<file path="src/rtl/axi4_stream_sparse_downsizer.sv">
// AXI4-Stream width downsizer: one wide beat becomes up to RATIO narrow beats,
// and segments whose tkeep bits are all clear are skipped, wherever they sit in the beat.
module axi4_stream_sparse_downsizer #(
  parameter int SLAVE_TDATA_WIDTH  = 64,
  parameter int MASTER_TDATA_WIDTH = 32,
  parameter int TUSER_WIDTH        = 1,
  parameter int TDEST_WIDTH        = 1,
  parameter int TID_WIDTH          = 1,
  parameter bit TUSER_FIRST_ONLY   = 1'b1
) (
  input  logic                            clk_i,
  input  logic                            rst_n_i,
  input  logic [SLAVE_TDATA_WIDTH-1:0]    pkt_i_tdata,
  input  logic [SLAVE_TDATA_WIDTH/8-1:0]  pkt_i_tkeep,
  input  logic [SLAVE_TDATA_WIDTH/8-1:0]  pkt_i_tstrb,
  input  logic [TUSER_WIDTH-1:0]          pkt_i_tuser,
  input  logic [TDEST_WIDTH-1:0]          pkt_i_tdest,
  input  logic [TID_WIDTH-1:0]            pkt_i_tid,
  input  logic                            pkt_i_tlast,
  input  logic                            pkt_i_tvalid,
  output logic                            pkt_i_tready,
  output logic [MASTER_TDATA_WIDTH-1:0]   pkt_o_tdata,
  output logic [MASTER_TDATA_WIDTH/8-1:0] pkt_o_tkeep,
  output logic [MASTER_TDATA_WIDTH/8-1:0] pkt_o_tstrb,
  output logic [TUSER_WIDTH-1:0]          pkt_o_tuser,
  output logic [TDEST_WIDTH-1:0]          pkt_o_tdest,
  output logic [TID_WIDTH-1:0]            pkt_o_tid,
  output logic                            pkt_o_tlast,
  output logic                            pkt_o_tvalid,
  input  logic                            pkt_o_tready
);

  localparam int RATIO = SLAVE_TDATA_WIDTH / MASTER_TDATA_WIDTH;
  localparam int MB    = MASTER_TDATA_WIDTH / 8;
  localparam int SKW   = SLAVE_TDATA_WIDTH / 8;

  logic [SLAVE_TDATA_WIDTH-1:0] hold_data;
  logic [SKW-1:0]               hold_keep;
  logic [SKW-1:0]               hold_strb;
  logic [TUSER_WIDTH-1:0]       hold_user;
  logic [TDEST_WIDTH-1:0]       hold_dest;
  logic [TID_WIDTH-1:0]         hold_id;
  logic                         hold_last;
  logic [RATIO-1:0]             pend;
  logic                         busy;
  logic                         first_seg;
  logic                         rdy_en;

  logic [RATIO-1:0]             live;
  logic [RATIO-1:0]             sel;
  logic                         last_seg;
  logic                         rx;
  logic                         tx;

  always_comb begin
    live = '0;
    for (int k = 0; k < RATIO; k++) begin
      live[k] = |pkt_i_tkeep[k*MB +: MB];
    end
  end

  // sel is the one-hot lowest pending segment; an empty mask (null tlast beat) points at segment 0
  assign sel      = (pend == '0) ? RATIO'(1) : (pend & (~pend + RATIO'(1)));
  assign last_seg = (pend & (pend - RATIO'(1))) == '0;

  assign pkt_i_tready = rdy_en && (!busy || (pkt_o_tready && last_seg));
  assign rx           = pkt_i_tvalid && pkt_i_tready;
  assign tx           = busy && pkt_o_tready;

  always_comb begin
    pkt_o_tdata  = '0;
    pkt_o_tkeep  = '0;
    pkt_o_tstrb  = '0;
    for (int k = 0; k < RATIO; k++) begin
      if (sel[k]) begin
        pkt_o_tdata = hold_data[k*MASTER_TDATA_WIDTH +: MASTER_TDATA_WIDTH];
        pkt_o_tkeep = hold_keep[k*MB +: MB];
        pkt_o_tstrb = hold_strb[k*MB +: MB];
      end
    end
    pkt_o_tvalid = busy;
    pkt_o_tlast  = busy && hold_last && last_seg;
    pkt_o_tuser  = (!TUSER_FIRST_ONLY || first_seg) ? hold_user : '0;
    pkt_o_tdest  = hold_dest;
    pkt_o_tid    = hold_id;
  end

  // A capture always wins over the final tx: tready only opens on the last segment, so they coincide
  always_ff @(posedge clk_i or negedge rst_n_i) begin
    if (!rst_n_i) begin
      hold_data <= '0;
      hold_keep <= '0;
      hold_strb <= '0;
      hold_user <= '0;
      hold_dest <= '0;
      hold_id   <= '0;
      hold_last <= 1'b0;
      pend      <= '0;
      busy      <= 1'b0;
      first_seg <= 1'b0;
      rdy_en    <= 1'b0;
    end else begin
      rdy_en <= 1'b1;
      if (rx) begin
        hold_data <= pkt_i_tdata;
        hold_keep <= pkt_i_tkeep;
        hold_strb <= pkt_i_tstrb;
        hold_user <= pkt_i_tuser;
        hold_dest <= pkt_i_tdest;
        hold_id   <= pkt_i_tid;
        hold_last <= pkt_i_tlast;
        pend      <= live;
        busy      <= (live != '0) || pkt_i_tlast;
        first_seg <= 1'b1;
      end else if (tx) begin
        first_seg <= 1'b0;
        if (last_seg) begin
          busy <= 1'b0;
          pend <= '0;
        end else begin
          pend <= pend & ~sel;
        end
      end
    end
  end

endmodule

</file>
<file path="config.mk">
export PLATFORM = sky130hd
export DESIGN_NAME = axi4_stream_sparse_downsizer
export DESIGN_NICKNAME = d
export VERILOG_FILES = /design/src/rtl/axi4_stream_sparse_downsizer.sv
export SDC_FILE = /design/constraint.sdc
export NUM_CORES = 1
export LEC_CHECK = 0
export CAP_MARGIN = 15
export CORE_ASPECT_RATIO = 0.7
export CORE_UTILIZATION = 47
export CTS_CLUSTER_SIZE = 10
export DETAILED_ROUTE_END_ITERATION = 10
export GPL_ROUTABILITY_DRIVEN = 0
export GPL_TIMING_DRIVEN = 1
export PLACE_DENSITY = 0.83
export SLEW_MARGIN = 10
export SYNTH_ARGS = -nofsm -noshare
export SYNTH_HDL_FRONTEND = slang
export SYNTH_SLANG_ARGS = --single-unit
export TNS_END_PERCENT = 5
</file>
<file path="constraint.sdc">
create_clock -name clk_i -period 3.9 [get_ports clk_i]
set_input_delay 0.78 -clock clk_i [delete_from_list [all_inputs] [get_ports clk_i]]
set_output_delay 0.78 -clock clk_i [all_outputs]
set_load 0.05 [all_outputs]
</file>
; ---- Word-level counts from Yosys, hierarchy flattened
; Cells that the tools add are included.
[word_totals]
ff_bits = 89
latchBits = 0
mem_bits_rw = 0
romBits = 0
inputBits = 88
word_cells = 51
n_memories = 0
[op_classes]
add_sub_neg = 2
mul = 0
div = 0
magnitude_cmp = 0
eq_ne = 0
shift = 0
muxes = 16
bitwise = 5
n_reduce_logical = 17
[op_table]
columns = operator, count
row1 = $mux W32, 2
row2 = $mux W4, 4
row3 = $mux W2, 4
row4 = $reduce_or A4 Y1, 2
row5 = $and A2 B2 Y2, 3
row6 = $logic_and A1 B1 Y1, 6
row7 = $mux W1, 6
row8 = $reduce_bool A2 Y1, 3
row9 = $logic_not A2 Y1, 2
row10 = $not A2 Y2, 2
row11 = $add A2 B1 Y2 const B, 1
row12 = $logic_or A1 B1 Y1, 2
row13 = $reduce_and A2 Y1, 1
row14 = $sub A2 B1 Y2 const B, 1
row15 = $logic_not A1 Y1, 1

; ---- Logic depth before layout (Yosys ltp)
; Gate-level depths: netlist of the first run.
[depth]
depth_word = 9
depth_mapped = 5
depth_no_buf = 3

; ---- Least setup slack after synthesis of the first run
; No wires, ideal clock.
[synth_path]
path_kind = input-to-output
start = input port pkt_o_tready
end = output port pkt_i_tready
arrival_ns = 2.169
t_required_ns = 3.120
setup_slack_ns = 0.951
path_stages = 2
n_path_buf = 0
cell_sequence = a21bo_2 a21boi_0
[synth_via]
elab_chain_len = 3
[synth_lines]
columns = item, line
row1 = start: declaration, 30  ; input logic pkt_o_tready
row2 = $logic_and A1 B1 Y1, 66  ; assign pkt_i_tready = rdy_en && (!busy || (pkt_o_tready && last_seg));
row3 = $logic_or A1 B1 Y1, 66
row4 = $logic_and A1 B1 Y1, 66
row5 = end: declaration, 21  ; output logic pkt_i_tready,
; Every way passes these cells.

; ---- Final worst setup path of the first run
[layout_path]
start = register pend[0]
end = output port pkt_o_tdata[6]
[layout_via]
elab_chain_len = 6
elab_cells_between_ends = 7
[layout_lines]
columns = item, line
row1 = start: declaration, 44  ; logic [RATIO-1:0] pend;
row2 = start signal: assignment, 112  ; pend <= live;
row3 = start signal: assignment, 121  ; pend <= pend & ~sel;
row4 = $not A2 Y2, 63  ; assign sel = (pend == '0) ? RATIO'(1) : (pend & (~pend + RATIO'(1)));
row5 = $add A2 B1 Y2, 63
row6 = $and A2 B2 Y2, 63
row7 = $mux W2 *, 63
row8 = $mux W32, 75  ; if (sel[k]) begin
row9 = $mux W32 *, 75
row10 = end: declaration, 22  ; output logic [MASTER_TDATA_WIDTH-1:0] pkt_o_tdata,
; Every way passes the cells marked *; elsewhere a longest branch is shown, timed or not.

==> flow_summary.yaml, run 1 <==
placement:
  dp_hpwl_um: 5535
  place_inst: 468
  io_buffers: 133
  preCtsSetupSlack_ns: 0.6006
route:
  wl_per_cell_um: 16.95
  drt_pass1_iterations: 3
  wl_um: 8168
  drtIter0Drc: 43
  vias: 2439
  viasPerCell: 5.060
  drc: 0
  ant_nets: 0
sta:
  tightest_slew_ns: 0.5768
  max_freq_mhz: 299.1
  period_share_pct: 85.73
  setup_viol: 0
  hold_viol: 0
  rsz0062_at_grt: "false"
  slew_viol_final: 0
  min_period_ns: 3.343
  max_slew_margin_pct: 61.55
  setup_ws_ns: 0.5566
  fin_setup_tns_ns: 0
  clock_skew_ns: 0.003907
power:
  power_frac_seq_pct: 29.5
  ir_drop_uv: 669.5
  p_sw_mw: 2.144
  p_sw_share_pct: 42.42
  finalPower_mw: 5.054
  pwr-share-clk_pct: 15.0
  internal_power_mw: 2.910
  combPwrFrac_pct: 55.5
  leakage_nw: 2.231
  power.density_nw_per_um2: 915.0
critical_path:
  crit_chain: "nor2b_4 -> buf_4 -> mux2_2 -> clkdlybuf4s50_1"
  r2r-end: "hold_data[19]$_DFFE_PN0P_"
  worstPathRequired_ns: 3.12
  slowest_stage: "clkdlybuf4s50_1"
  crit_family: "buffers and inverters"
  critPathMaxStageDelay_ns: 0.72
  arrival_ns: 2.56
  r2r_setup_slack_ns: 2.02
  path_class: "register to output port"
  crit_fanout: 40
  r2r-start: "pend[0]$_DFFE_PN0P_"
  critical_path_depth: 4
  reg2reg_depth: 4
  path_buf_inv: 2
  worstSetupEndpointType: "output port"
  start_kind: "register"
clock_network:
  htreeDepth: 3
  cts-root-buf: "clkbuf_16"
  post_cts_buffers: 0
  cts-buffers-inserted: 9
  cts_tree: "done"
  insertion_delay_ns: 0.34
  clk_pin_slew_ns: 0.06
  ctsHoldBuffers: 0
  clock_path_buffers: 2
  cts_sinks: 89
  ctsResizeCount: 0
grt:
  busiest_layer: "met2"
  grt_usage_pct: 20.57
  grtUsageMet2_pct: 33.06
  grt_max_degree: 90
  grtUsageMet1_pct: 23.95
  antenna_found_initial: 0
  grt_first_pass_wirelength_um: 12960
  grt_pass1_vias: 2596
  grt-ovfl-total: 0
  grt.met3_usage_pct: 11.93
yosys:
  syn_inst: 245
  synth_compound_area_share_pct: 1.558
  yosysSeqAreaShare_pct: 57.79
  synthAdderAreaFrac_pct: 0
  synthMuxAreaShare_pct: 36.75
  syn_area_um2: 3854
  netlist.top_cell.by_area: "dfrtp_1"
  synth_top_family_by_area: "multiplexers"
  synth_xor_area_share_pct: 0
  synth_cell_type_count: 20
  synth_simple_gate_area_share_pct: 1.234
  syn_avg_cell_area_um2: 15.73
  async_flop_share_pct: 100.0
  synth_nets: 333
  netlist.area_leader.share_pct: 57.79
  synth_edf_count: 0
  synth-seq-cells: 89
  synth-main-ff-cell: "dfrtp_1"
  ys_warn_count: 0
  synth_area_leaders: "dfrtp_1, mux2_2, mux2_1"
finish:
  antennaDiodeCount: 0
  drive_gt1_share_pct: 32.02
  nets: 467
  final_cells: 482
  final_common_cell: "clkdlybuf4s50_1"
  syn2layout_area_growth_pct: 43.34
  mostFrequentLayoutCells: "clkdlybuf4s50_1, mux2_2, dfrtp_1, mux2_1, clkbuf_16"
die:
  fp.dieH_um: 77.76
  die_w_um: 110.2
  rows: 27
  initial_core_util_pct: 48.75
  ios: 134
  die_area_um2: 8571
  core_um2: 7905
job:
  cap_violations: 0
status:
  status: "finished, final reports clean"
hold_path:
  hold_path.class: "primary input to async pin"
[final cells by class]
cell class / instances / area (µm²)
Clock buffer: 12 / 246.5
Clock inverter: 1 / 5.005
Fill cell: 580 / 2381
Multi-Input combinational cell: 143 / 1535
Sequential cell: 89 / 2227
Tap cell: 101 / 126.4
Timing Repair Buffer: 136 / 1384
[per-stage QoR]
step	utilization [%]	hold slack (ns)	cell area, µm²
after CTS	69.53	0.4711	5497
after floorplan	-	0.4417	3854
final	69.88	0.4199	5524
after global routing	69.88	0.4450	5524
after detailed placement	66.35	0.4578	5245
after global placement	66.35	0.4523	5245
[power groups by stage]
| stage | clock [mW] | sequential [mW] | combinational (mW) |
|---|---|---|---|
| floorplan | 0 | 1.49 | 1.97 |
| global placement | 0 | 1.48 | 2.77 |
| detailed placement | 0 | 1.51 | 2.81 |
| CTS | 0.781 | 1.50 | 2.83 |
| global route | 0.822 | 1.54 | 2.94 |
| finish | 0.757 | 1.49 | 2.81 |
[cell families (layout without fill, tap and decap cells)]
group	Yosys count	count (layout)
other	1	1
DFF	89	89
AOI/OAI and AO/OA	7	7
and+or+nand+nor	9	9
muxes	126	126
buffers and inverters	13	149
[flip-flops by register name, summed over array words and instances, names as in the netlist, 2 cells and up]
signal     count
hold_data     64
hold_strb      8
pend           2
hold_keep      8
[Yosys cell counts, drive strengths merged, types with 2 or more instances]
| master | instances |
|---|---|
| nand2 | 4 |
| a21oi | 2 |
| mux2i | 2 |
| buf | 13 |
| dfrtp | 89 |
| nor4 | 2 |
| mux2 | 124 |
[layer usage]
layer	wire, µm	vias to the layer above
met5	0	-
met4	36	0
li1	-	1144
met3	921	6
met2	3817	93
met1	3392	1196
[how the worst max path moves through the flow]
stage	start	end
3_5_place_dp	pkt_o_tready	pkt_i_tready
3_3_place_gp	pkt_o_tready	pkt_i_tready
4_1_cts	pend[0]$_DFFE_PN0P_	pkt_o_tdata[6]
6_report	pend[0]$_DFFE_PN0P_	pkt_o_tdata[6]
5_1_grt	pend[0]$_DFFE_PN0P_	pkt_o_tdata[8]
2_1_floorplan	pkt_o_tready	pkt_i_tready
Note: power is estimated with default switching activity, not from simulation.
==> inputs of run 2 (changes only) <==
--- a/config.mk
+++ b/config.mk
@@ -7,11 +7,12 @@
 export LEC_CHECK = 0
 export CAP_MARGIN = 15
 export CORE_ASPECT_RATIO = 0.7
+export CORE_MARGIN = 10
 export CORE_UTILIZATION = 47
 export CTS_CLUSTER_SIZE = 10
 export DETAILED_ROUTE_END_ITERATION = 10
 export GPL_ROUTABILITY_DRIVEN = 0
-export GPL_TIMING_DRIVEN = 1
+export GPL_TIMING_DRIVEN = 0
 export PLACE_DENSITY = 0.83
 export SLEW_MARGIN = 10
 export SYNTH_ARGS = -nofsm -noshare
==> flow_summary.yaml, run 2 (synthesis results as in run 1) <==
grt:
  grt_pass1_vias: 2935
  grt-ovfl-total: 0
  antenna_found_initial: 0
  grt_usage_pct: 16.44
  grt_first_pass_wirelength_um: 15530
  grt_max_degree: 56
die:
  core_um2: 7939
  initial_core_util_pct: 48.54
  rows: 27
  die_area_um2: 12280
  fp.dieH_um: 95.76
  die_w_um: 128.2
  ios: 134
placement:
  place_inst: 480
  io_buffers: 133
  dp_hpwl_um: 7391
  preCtsSetupSlack_ns: 0.5830
finish:
  seq_area_um2: 2227
  mostFrequentLayoutCells: "clkdlybuf4s50_1, mux2_2, dfrtp_1, mux2_1, clkbuf_16"
  nets: 478
  n_fill_cell: 587
  largestRegisters: "hold_data (64), hold_keep (8), hold_strb (8)"
  final_common_cell: "clkdlybuf4s50_1"
  syn2layout_area_growth_pct: 46.46
  multi_input_area_um2: 1528
  regMostFlops: "hold_data"
  final_cells: 495
  final_util_pct: 71.10
  largest_register_ffs: 64
  antennaDiodeCount: 0
  drive_gt1_share_pct: 34.52
route:
  viasPerCell: 5.044
  ant_nets: 0
  vias: 2497
  drt_pass1_iterations: 4
  drtIter0Drc: 160
  wl_per_cell_um: 19.74
  wl_um: 9769
  drc: 0
sta:
  fin_setup_tns_ns: 0
  hold_viol: 0
  max_freq_mhz: 298.9
  slew_viol_final: 0
  max_slew_margin_pct: 53.88
  tightest_slew_ns: 0.6918
  fin_hold_ws_ns: 0.4793
  setup_viol: 0
  clock_skew_ns: 0.002881
  setup_ws_ns: 0.5547
  min_period_ns: 3.345
  period_share_pct: 85.78
  rsz0062_at_grt: "false"
critical_path:
  crit_chain: "clkdlybuf4s50_1 -> a21bo_2 -> a21boi_0 -> clkdlybuf4s50_1"
  crit_fanout: 3
  slowest_stage: "clkdlybuf4s50_1"
  path_buf_inv: 2
  worstSetupEndpointType: "output port"
  crit_family: "buffers and inverters"
  worstPathRequired_ns: 3.12
  path_class: "primary input to output port"
  crit_top_cell: "clkdlybuf4s50_1"
  arrival_ns: 2.57
  critPathMaxStageDelay_ns: 0.85
  start_kind: "primary input"
clock_network:
  cts-buffers-inserted: 9
  cts_sinks: 89
  htreeDepth: 3
  clk_pin_slew_ns: 0.06
  post_cts_buffers: 0
  ctsResizeCount: 0
  clock_path_buffers: 2
  insertion_delay_ns: 0.34
  cts_tree: "done"
  ctsHoldBuffers: 0
  cts-root-buf: "clkbuf_16"
job:
  cap_violations: 0
power:
  power.density_nw_per_um2: 927.4
  ir_drop_uv: 663.2
  leakage_nw: 2.309
hold_path:
  hold_path.class: "register to register"
status:
  status: "finished, final reports clean"
==> run 2: cell count changes in the layout (fill, tap and decap cells not counted), moves of 2 or more <==
| cell | before | now |
|---|---|---|
| clkbuf_8 | 1 | 4 |
| buf_4 | 2 | 7 |
| buf_2 | 0 | 4 |
| clkbuf_1 | 2 | 0 |
| buf_6 | 0 | 3 |
==> run 2: metrics by stage <==
step | total power [mW] | cell area (µm²)
final | 5.235 | 5644
after global routing | 5.501 | 5644
after CTS | 5.301 | 5644
after detailed placement | 4.377 | 5329
after global placement | 4.318 | 5311
after floorplan | 3.461 | 3854
==> run 2: metal layers <==
layer / up-vias / wire [µm] / global-route usage (%)
met5: - / 0 / 0
met4: 0 / 88 / 4.766
met3: 8 / 1254 / 9.885
met2: 94 / 4462 / 25.46
met1: 1233 / 3964 / 18.90
li1: 1162 / - / -
==> run 2: path summary, 6_finish.rpt <==
| kind | from | end | slack [ns] | cells past startpoint |
|---|---|---|---|---|
| max in group asynchronous | rst_n_i | pkt_o_tid$_DFFE_PN0P_ | 2.78 | 2 |
| hold reg to reg | first_seg$_DFFE_PN0P_ | first_seg$_DFFE_PN0P_ | 0.48 | 1 |
| min in group asynchronous | rst_n_i | hold_data[45]$_DFFE_PN0P_ | 0.49 | 1 |
| hold / removal | first_seg$_DFFE_PN0P_ | first_seg$_DFFE_PN0P_ | 0.48 | 1 |
| setup reg to reg | pend[0]$_DFFE_PN0P_ | hold_data[9]$_DFFE_PN0P_ | 2.12 | 5 |
| setup / recovery | pkt_o_tready | pkt_i_tready | 0.55 | 4 |
==> run 2: layout make-up <==
cell class                      instances  share of cell area [%]
Clock buffer                           13                   4.966
Timing Repair Buffer                  134                   23.90
Tap cell                              101                   2.239
Buffer                                 13                   1.751
Clock inverter                          2                  0.6207
Sequential cell                        89                   39.46
Multi-Input combinational cell        143                   27.07
==> run 2: where the power goes <==
group	internal [mW]	switching [mW]
logic	1.19	1.66
clock network	0.561	0.328
registers	1.30	0.194
total	3.05	2.19
==> patch 1: new RTL, settings of run 2 <==
The parameter `SLAVE_TDATA_WIDTH` goes from 64 to 96.
--- a/src/rtl/axi4_stream_sparse_downsizer.sv
+++ b/src/rtl/axi4_stream_sparse_downsizer.sv
@@ -3,3 +3,3 @@
 module axi4_stream_sparse_downsizer #(
-  parameter int SLAVE_TDATA_WIDTH  = 64,
+  parameter int SLAVE_TDATA_WIDTH  = 96,
   parameter int MASTER_TDATA_WIDTH = 32,
Ports: changed (resized pkt_i_tdata, pkt_i_tkeep and pkt_i_tstrb); port bits go from 134 to 174. No check against the original RTL was run, so the function may have changed too.
==> patch 1 against run 2 <==
Worst setup slack worse by 0.45 ns; critical path type is now reg -> out; count of clock-buffer cells in the layout up 7; fmax down 12%; sequential cell count up 41; global-route usage up 4.0 points; area after synthesis up 56%; hold slack worse by 0.12 ns; largest cell class unchanged; combinational power up 62%; wire length up 85%; core utilization down 1.9 points; critical path depth up 2; power up 68%; clock skew up 0.0052 ns; cell area up 53%; critical endpoint is now pkt_o_tdata[28].
==> patch 1: results (changes against run 2) <==
largest cells by area after synthesis dfrtp_1 54%, mux2_1 15%, mux2_2 8.2%, a22oi_1 5.0%, nor2b_1 4.5% (was dfrtp_1 58%, mux2_2 30%, mux2_1 5.8%, buf_4 1.2%, buf_6 0.88%); I/O Buffers 173 (was 133); post-synthesis mux area share 0.234 (was 0.368); status completed (unchanged); Num CTS Buffers 17 (was 9); Rel. slew slack 0.581 (was 0.539); vias in the first global route 5,346 (was 2,935); fin nets 803 (was 478); top cells by count, synth 130 x dfrtp_1, 80 x mux2_1, 44 x mux2_2 (was 104 x mux2_2, 89 x dfrtp_1, 20 x mux2_1); fillers 907 (was 587); DP Area 7980 sq um (was 5330 sq um); CP Max Fanout 10 (was 3); Worst-Skew Late Latency 0.41 ns (was 0.34 ns); Post-Synthesis Net Count 610 (was 333); global-route wire length before repair 29.0 mm (was 15.5 mm); Total GRT Usage 0.205 (was 0.164); layout cells sized above 1 0.138 (was 0.345); max incr delay on CP 0.58 ns (was 0.85 ns); post-DP HPWL 13.1 mm (was 7.39 mm); drt total wl 18.1 mm (was 9.77 mm); Via Count 4,747 (was 2,497); Seq/Total Area, Yosys 0.541 (was 0.578); CP max stage cell dlygate4sd2_1 (was clkdlybuf4s50_1); H-Tree Depth 4 (was 3); Post-Synth Adder-Cell Area 0.00187 (was 0); largest net degree at the start of global routing 68 (was 56); post-synth cell types 29 (was 20); Critical Path Source pend[2]$_DFFE_PN0P_ (was pkt_o_tready)
## patch 1: cell types whose count changed in the layout (fill, tap and decap cells not counted), moves of 8 or more
cell             delta
clkbuf_1           +21
dlymetal6s2s_1     +11
clkdlybuf4s50_1    +19
a22oi_1            +40
nor2b_1            +42
mux2_2             -60
dlygate4sd2_1       +9
o21ai_0            +42
dfrtp_1            +41
a21oi_1            +40
mux2_1             +60
clkbuf_16           +8
## patch 1: worst max-delay path: cells and delay by family, from the launching register on
kind | cells | cell delay [ns]
AOI/OAI and AO/OA | 2 | 0.41
buffers and inverters | 3 | 1.47
DFF | 1 | 0.48
and+or+nand+nor | 1 | 0.24
## patch 1: metal layers
layer | global-route usage | share of wire | routed length, microns
met3 | 0.0721 | 0.081 | 1460
met4 | 0.0647 | 0.012 | 222
met2 | 0.316 | 0.46 | 8300
met1 | 0.265 | 0.45 | 8100
met5 | 0 | 0 | 0
## patch 1: layout make-up
cell class	instances	share of cell area
tap	162	0.0235
clock buffer	20	0.0529
buffer	36	0.0241
timing repair buffer	174	0.206
clock inverter	11	0.0206
sequential	130	0.377
multi-input combinational	315	0.296
inverter	1	0.000435
## patch 1: worst paths after layout
| kind | end | slack (ns) | cells after the start |
|---|---|---|---|
| hold reg to reg | hold_data[92]$_DFFE_PN0P_ | 0.48 | 1 |
| max in group asynchronous | hold_data[83]$_DFFE_PN0P_ | 2.78 | 2 |
| setup / recovery | pkt_o_tdata[28] | 0.11 | 6 |
| setup reg to reg | hold_data[29]$_DFFE_PN0P_ | 1.72 | 5 |
| min in group clk_i | hold_data[92]$_DFFE_PN0P_ | 0.48 | 1 |
| hold / removal | pkt_o_tdest$_DFFE_PN0P_ | 0.36 | 1 |
## patch 1: what timing repair did
item	CTS	global route
setup endpoints to repair	10	28
endpoints found under the hold margin	0	0
gates resized for setup	11	16
## patch 1: cells by family after synthesis
logic type / count (synthesis)
buffers and inverters: 37
adders and majority gates: 1
other: 1
muxes: 125
and+or+nand+nor: 56
DFF: 130
AOI/OAI and AO/OA: 132
## patch 1: per-stage QoR
| step | setup WS (ns) | hold WS [ns] | cells | util |
|---|---|---|---|---|
| floorplan | 0.740 | 0.450 | 482 | - |
| global placement | -2.95 | 0.462 | 817 | 0.638 |
| detailed placement | 0.0540 | 0.469 | 818 | 0.640 |
| CTS | 0.0681 | 0.382 | 849 | 0.690 |
| global route | -0.0954 | 0.394 | 849 | 0.692 |
| finish | 0.105 | 0.361 | 849 | 0.692 |
## patch 1: power by group
part	leakage (nW)	internal [mW]	switching, mW
registers	1.53	2.03	0.415
clock network	0.299	1.11	0.597
logic	1.76	1.70	2.93
total	3.60	4.84	3.94
==> patch 2: new RTL, flow settings as in run 2 <==
Without the edit above. Make the reset (`rst_n_i`) synchronous in one clocked block.
--- a/src/rtl/axi4_stream_sparse_downsizer.sv
+++ b/src/rtl/axi4_stream_sparse_downsizer.sv
@@ -88,3 +88,3 @@
   // A capture always wins over the final tx: tready only opens on the last segment, so they coincide
-  always_ff @(posedge clk_i or negedge rst_n_i) begin
+  always_ff @(posedge clk_i) begin
     if (!rst_n_i) begin
Behaviour: differs if rst_n_i is asserted again (counterexample within 4 cycles, from zero or initial values and one cycle with rst_n_i low); with rst_n_i held inactive, the same outputs for 10 cycles.
==> patch 2 against run 2 <==
Count of clock-buffer cells in the layout shrank 2; non-clock buffer count is 19 higher; area after synthesis is 5.3% higher; critical path depth grew 1; critical path type unchanged; sequential cell count unchanged; cell area grew 3.9%; global-route usage up 2.1 points; hold slack lost 0.025 ns; core utilization is 1.7 points lower; worst setup slack gained 0.012 ns; wire length increased by 23%; synthesized cell count up 78%; first-iteration DRC count rose by 44%.
Power is not compared: it rests on default switching activity, and its combinational part moved more than twofold at a synthesized area within 25%.
==> patch 2: results (changes against run 2) <==
Worst Hold End hold_data[8]$_SDFFE_PN0P_ (was first_seg$_DFFE_PN0P_); post-placement cell count 689 (was 480); fillers 666 (was 587); CP Max Fanout 2 (was 3); Total GRT Usage 0.185 (was 0.164); CP max stage cell clkdlybuf4s50_1 (unchanged); global-route wire length before repair 19.3 mm (was 15.5 mm); H-Tree Depth 3 (unchanged); DP Area 5540 sq um (was 5330 sq um); Hold Path Depth 2 (was 1); largest cells by area after synthesis dfxtp_1 44%, mux2i_1 21%, nand2_1 16%, mux2_2 11%, clkbuf_1 1.8% (was dfrtp_1 58%, mux2_2 30%, mux2_1 5.8%, buf_4 1.2%, buf_6 0.88%); worst reg-to-reg setup slack 2.39 ns (was 2.12 ns); Peak VDD IR roughly 0.27 mV; ys async rst share 0 (was 1.00); Worst-Margin Slew 0.558 ns (was 0.692 ns); status completed (unchanged); I/O Buffers 133 (unchanged); vias in the first global route 3,752 (was 2,935); ys flop type dfxtp_1 (was dfrtp_1); syn_area_per_cell 9.31 sq um (was 15.7 sq um); LEAKAGE 2.32 nW; Initial DRT Pass Iterations 4 (unchanged); YS warnings 0 (unchanged); worst reg2reg path depth 6 (was 5); post-synth cell types 20 (unchanged); non-filler cells, final 706 (was 495); post-DP HPWL 9.06 mm (was 7.39 mm); FF-to-FF End hold_data[3]$_SDFFE_PN0P_ (was hold_data[9]$_DFFE_PN0P_); Critical Path Source pkt_o_tready (unchanged); Via Count 3,497 (was 2,497); layout cells sized above 1 0.118 (was 0.345); largest net degree at the start of global routing 15 (was 56); Seq/Total Area, Yosys 0.439 (was 0.578); Arr. time, crit path 2.55 ns (was 2.57 ns); top cells by count, synth 173 x nand2_1, 89 x dfxtp_1, 85 x mux2i_1 (was 104 x mux2_2, 89 x dfrtp_1, 20 x mux2_1); Placement Setup Slack 0.556 ns (was 0.583 ns); fin nets 668 (was 478); max incr delay on CP 0.83 ns (was 0.85 ns); Fin Hold WS 0.454 ns (was 0.479 ns); # hold bufs at CTS 0 (unchanged); Worst-Skew Late Latency around 0.33 ns; Setup Buffers After CTS 0 (unchanged); clock root buffer clkbuf_16 (unchanged); r2r startpoint pend[0]$_SDFFE_PN0P_ (was pend[0]$_DFFE_PN0P_); drt total wl 12.0 mm (was 9.77 mm); skew final 0.00813 ns (was 0.00288 ns); 1st-iter DRT viols 231 (was 160); Post-Synthesis Net Count 524 (was 333); Hold Startpoint hold_data[8]$_SDFFE_PN0P_ (was first_seg$_DFFE_PN0P_)
## patch 2: per-layer routing
layer / wire length, microns / up-vias / global-route usage
met5: 0 / - / 0
met4: 81 / 0 / 0.0384
met3: 1080 / 7 / 0.0702
met2: 5460 / 110 / 0.288
met1: 5410 / 1653 / 0.239
li1: - / 1727 / -
## patch 2: kinds of logic after synthesis
| family | Yosys count | synth area share |
|---|---|---|
| AO/OA/AOI/OAI | 8 | 0.0154 |
| buffers and inverters | 33 | 0.0521 |
| AND/OR/NAND/NOR | 181 | 0.173 |
| flip-flops | 89 | 0.439 |
| multiplexers | 125 | 0.321 |
## patch 2: worst max-delay path by stage
| stage | end | slack [ns] | cells after the start |
|---|---|---|---|
| after floorplan | pkt_o_tlast | 1.57 | 2 |
| after global placement | pkt_i_tready | 0.58 | 5 |
| after detailed placement | pkt_i_tready | 0.56 | 5 |
| after CTS | pkt_i_tready | 0.55 | 5 |
| after global routing | pkt_i_tready | 0.50 | 5 |
| final | pkt_i_tready | 0.57 | 5 |
## patch 2: layout make-up
cell class	instances	area [sq um]	area share
tap	120	150	0.0256
antenna	1	2.50	0.000427
clock buffer	11	243	0.0414
multi-input combinational	314	2060	0.352
sequential	89	1780	0.304
buffer	33	211	0.0361
clock inverter	5	78.8	0.0134
timing repair buffer	133	1330	0.227
## patch 2: power breakdown
part,switching (mW),internal (mW)
combinational,0.248,0.218
sequential,0.0259,0.958
clock,0.347,0.578
## patch 2: worst min-delay path, cell delays in order (launching register included)
cell	delay [ns]
dfxtp_1	0.31
nand2_1	0.05
mux2i_1	0.05
